File: src/rtl/seg_scan_driver.sv
// +----------------------------------------------------------------------------+
// | seg_scan_driver: time-multiplexed hex digit scanner feeding a 7-seg decoder |
// | Rev 1.0                                                                    |
// +----------------------------------------------------------------------------+
`default_nettype none

module seg_scan_driver #(
  parameter int NUM_DIGITS  = 8,
  parameter int REFRESH_DIV = 100000,
  parameter int GUARD       = 2
) (
  input  logic                    clk,
  input  logic                    rst_n,
  input  logic [4*NUM_DIGITS-1:0] data_in,
  input  logic                    data_valid,
  input  logic                    blank_lz,
  output logic [3:0]              ledBCD,
  output logic [NUM_DIGITS-1:0]   anode,
  output logic                    frame_done,
  output logic                    update_pending
);

  localparam int PW = (REFRESH_DIV > 1) ? $clog2(REFRESH_DIV) : 1;
  localparam int IW = (NUM_DIGITS > 1) ? $clog2(NUM_DIGITS) : 1;

  localparam logic [PW-1:0] c_tc    = PW'(REFRESH_DIV - 1);
  localparam logic [PW-1:0] c_guard = PW'(GUARD);
  localparam logic [IW-1:0] c_last  = IW'(NUM_DIGITS - 1);

  logic [PW-1:0]           r_pre;
  logic [IW-1:0]           r_idx;
  logic [4*NUM_DIGITS-1:0] r_pending;
  logic [4*NUM_DIGITS-1:0] r_display;

  logic                    w_tc;
  logic                    w_boundary;
  logic                    w_active;
  logic [3:0]              w_digit [NUM_DIGITS];
  logic [NUM_DIGITS:1]     w_upper_zero;
  logic [NUM_DIGITS-1:0]   w_blank;
  logic [NUM_DIGITS-1:0]   w_anode_next;

  assign w_tc       = (r_pre == c_tc);
  assign w_boundary = w_tc && (r_idx == c_last);
  assign w_active   = (r_pre >= c_guard);

  // Zero-run is evaluated from the most significant digit downwards.
  assign w_upper_zero[NUM_DIGITS] = 1'b1;

  for (genvar i = 0; i < NUM_DIGITS; i++) begin : g_digit
    assign w_digit[i] = r_display[4*i +: 4];

    if (i == 0) begin : g_d0
      assign w_blank[i] = 1'b0;
    end else begin : g_dn
      if (i < NUM_DIGITS - 1) begin : g_mid
        assign w_upper_zero[i] = (w_digit[i] == 4'h0) && w_upper_zero[i+1];
      end else begin : g_top
        assign w_upper_zero[i] = (w_digit[i] == 4'h0);
      end
      assign w_blank[i] = blank_lz && w_upper_zero[i];
    end

    assign w_anode_next[i] = !(w_active && (r_idx == IW'(i)) && !w_blank[i]);
  end

  always_ff @(posedge clk or negedge rst_n) begin
    if (!rst_n) begin
      r_pre          <= '0;
      r_idx          <= '0;
      r_pending      <= '0;
      r_display      <= '0;
      update_pending <= 1'b0;
      frame_done     <= 1'b0;
      ledBCD         <= 4'h0;
      anode          <= '1;
    end else begin
      if (w_tc) begin
        r_pre <= '0;
        r_idx <= (r_idx == c_last) ? '0 : r_idx + IW'(1);
      end else begin
        r_pre <= r_pre + PW'(1);
      end

      if (w_boundary && update_pending) begin
        r_display      <= r_pending;
        update_pending <= 1'b0;
      end

      // A strobe on the boundary cycle lands after the swap above and re-arms.
      if (data_valid) begin
        r_pending      <= data_in;
        update_pending <= 1'b1;
      end

      frame_done <= w_boundary;
      ledBCD     <= w_digit[r_idx];
      anode      <= w_anode_next;
    end
  end

endmodule

`default_nettype wire

File: config.mk
export PLATFORM = sky130hd
export DESIGN_NAME = seg_scan_driver
export DESIGN_NICKNAME = d
export VERILOG_FILES = /design/src/rtl/seg_scan_driver.sv
export SDC_FILE = /design/constraint.sdc
export NUM_CORES = 1
export LEC_CHECK = 0
export BUFFER_PORTS_ARGS = -buffer_cell sky130_fd_sc_hd__buf_2
export CAP_MARGIN = 20
export CORE_MARGIN = 4
export CORE_UTILIZATION = 25
export CTS_BUF_LIST = sky130_fd_sc_hd__clkbuf_4 sky130_fd_sc_hd__clkbuf_8
export CTS_CLUSTER_SIZE = 14
export DETAILED_ROUTE_END_ITERATION = 10
export PLACE_DENSITY = 0.48
export SLEW_MARGIN = 20
export SYNTH_ARGS = -nofsm -noshare
export SYNTH_HDL_FRONTEND = slang
export SYNTH_SLANG_ARGS = --single-unit
File: constraint.sdc
create_clock -name clk -period 6.9 [get_ports clk]
set_clock_uncertainty 0.2 [all_clocks]
set_input_delay 0 -clock clk [delete_from_list [all_inputs] [get_ports clk]]
set_output_delay 0 -clock clk [all_outputs]
set_load 0.01 [all_outputs]
==> run_results.csv <==
group,metric,value,unit
setup_path,crit_path_end_kind,"flop",
place,post-dp-hpwl,6401,um
synthesis,synth_cell_types,34,
sta,setup_viol,0,
worst_hold_path,hold_path.class,"input pin to async pin",
clocking,root_buffer,"clkbuf_8",
power,switching_share,0.2082,
setup_path,start_kind,"flop",
synthesis,synth_enable_flop_cells,0,
clocking,worstSkewPairLatency,0.38,ns
power,combinationalPowerShare,0.059,
detailed_routing,dr.pass1.iters,4,
clocking,path_clk_slew,0.09,ns
global_route,grt_use_met1,0.1477,
place,portBuffers,49,
sta,hold_viol,0,
clocking,htreeDepth,3,
detailed_routing,ant_nets,0,
synthesis,yosys_warnings,0,
synthesis,syn_inst,299,
detailed_routing,routed_wl,9123,um
power,p_sw,0.2269,mW
sta,fin_crit,2.942,ns
power,p_total,1.090,mW
sta,finalCritPeriodShare,0.4264,
global_route,overflow,0,
floorplan,dieHeight,139.1,um
setup_path,path_buf_inv,0,
synthesis,avgSynthCellArea,14.37,um2
global_route,antenna_found_initial,0,
sta,slew_headroom,0.4479,
detailed_routing,drc,0,
clocking,cts_tree,"built",
clocking,clockBufferDepth,2,
sta,max_freq,339.9,MHz
synthesis,synth_area,0.004298,mm2
setup_path,critPathKind,"flop to flop",
clocking,cts_buffers,9,
power,p_seq_frac,0.554,
setup_path,path_max_fanout,32,
detailed_routing,drt_iter0_markers,160,
place,gp_congestion,0.7976,
sta,worstMarginPinSlew,0.8282,ns
setup_path,max_stage_delay,0.64,ns
detailed_routing,vias_per_cell,4.329,
synthesis,synth-main-ff-cell,"dfrtp_1",
final_layout,areaGrowthSynthToFinish,24.16,%
place,post_dp_cell_area,0.004748,mm2
run_status,status,"completed",
setup_path,required,6.96,ns
final_layout,final_cell_mix,"dfrtp_1, buf_2, mux2_2, dlygate4sd3_1, mux2_4",
run,drv_cap,0,
clocking,cts_setup_buffers,0,
power,max-vdd-ir-drop,83.63,uV
synthesis,ys_seq_elements,98,
power,p_clk_frac,0.386,
global_route,grt_pass1_wl,15510,um
floorplan,io_pins,50,
place,place_ws,3.976,ns
setup_path,critPathArrivalTime,3.01,ns
setup_path,critPathTopFamily,"simple AND/OR/NAND/NOR gates",
setup_path,path_cells,"ha_1 -> nand4_1 -> or4_4 -> nor2_8 -> mux2_2",
global_route,grt-busiest-layer,"met1",
power,p_leak,2.426,nW
sta,rsz0062_at_grt,"no",
sta,whs,0.01439,ns
synthesis,yosysTopAreaCell,"dfrtp_1",
floorplan,core-area,0.01670,mm2
global_route,met3_usage,0.03345,
final_layout,final_common_cell,"dfrtp_1",
floorplan,start_util,0.2573,
final_layout,num-nets-final,427,
sta,fin_tns_setup,0,ns
final_layout,finalInstanceArea,0.005336,mm2
power,powerDensity,204.2,mW/mm2
final_layout,n_antenna_cell,0,
floorplan,rows,47,
setup_path,critPathSlowestCell,"or4_4",
detailed_routing,vias,2632,
global_route,met2_usage,0.1409,
clocking,cts_sinks,98,
final_layout,drive_gt1_frac,0.3943,
sta,slew_viol_final,0,
floorplan,dieArea,0.01935,mm2
synthesis,synth.area.top_cells,"dfrtp_1, mux2_4, mux2_2",
floorplan,die_w,139.1,um
synthesis,synthesis.nets,343,
detailed_routing,wl_per_cell,15.00,um
sta,layout_setup_ws,3.958,ns
synthesis,async_reset_ff_frac,1.000,
synthesis,synthDominantCellAreaShare,0.5240,
global_route,grt_max_degree,66,
global_route,grt_pass1_vias,2787,
power,p_int,0.8626,mW
global_route,grtUsageTotal,0.1018,
synthesis,synth_seq_area_share,0.5729,
==> cells in the mapped netlist, types with 2 or more instances <==
cell type	n
dfrtp_1	90
nand4_1	10
mux2_4	30
nand2_1	18
or4_4	2
dfstp_2	8
xnor2_1	11
mux4_2	8
clkbuf_1	8
inv_1	8
xor2_1	4
mux2_2	34
buf_8	3
nand3_1	11
ha_1	8
nor4_1	12
o21ai_0	3
nor2_1	12
nor3_1	4
==> worst paths after layout <==
path,startpoint,endpoint,slack (ns),cells past startpoint
setup / recovery,r_pre[1]$_DFF_PN0_,r_display[0]$_DFFE_PN0P_,3.96,5
hold / removal,rst_n,anode[4]$_DFF_PN1_,0.01,2
setup reg to reg,r_pre[1]$_DFF_PN0_,r_display[0]$_DFFE_PN0P_,3.96,5
hold reg to reg,r_pre[0]$_DFF_PN0_,r_pre[0]$_DFF_PN0_,0.29,1
max in group asynchronous,rst_n,ledBCD[0]$_DFF_PN0_,5.64,3
min in group clk,data_valid,update_pending$_DFFE_PN0P_,0.10,2
==> area by class of cell <==
type / count / area [um2]
Inverter: 9 / 33.78
Clock inverter: 2 / 60.06
Multi-Input combinational cell: 180 / 1722
Sequential cell: 98 / 2462
Tap cell: 220 / 275.3
Timing Repair Buffer: 85 / 615.6
Clock buffer: 14 / 167.7
Fill cell: 1690 / 11360
==> logic make-up after synthesis <==
group / synth area share
AO/OA/AOI/OAI: 0.007278
flip-flops: 0.5729
buffers and inverters: 0.02649
XOR/XNOR: 0.03057
AND/OR/NAND/NOR: 0.1036
multiplexers: 0.2358
adder cells (fa/ha/maj): 0.02329
==> power groups by stage <==
stage                     registers, mW  logic (mW)  clock network, mW
after global placement            0.616      0.0482                  0
after CTS                         0.605      0.0667              0.438
after global routing              0.608      0.0728              0.465
final                             0.604      0.0644              0.421
after detailed placement          0.616      0.0493                  0
after floorplan                   0.611      0.0246                  0
==> stage by stage <==
step	instances	util
after floorplan	299	-
after global placement	557	0.2843
after detailed placement	557	0.2843
after CTS	608	0.3195
after global routing	608	0.3195
final	608	0.3195
==> flip-flops by register name, indices dropped and copies added (netlist names) <==
register	flops
r_display	32
r_pending	32
r_pre	17
anode	8
ledBCD	4
r_idx	3
frame_done	1
update_pending	1
==> per-layer routing <==
metal  wire length (um)  vias up  share of wire
met3                463       13          0.051
li1                   -     1239              -
met5                  0        -              0
met4                175        0          0.019
met1               4607     1315           0.50
met2               3877       65           0.42
==> repair_timing <==
item                                   in CTS  in global routing
resized for setup                           0                  0
hold buffers                               35                  0
endpoints found under the hold margin      71                  0
Power figures use the tool's default switching activity.
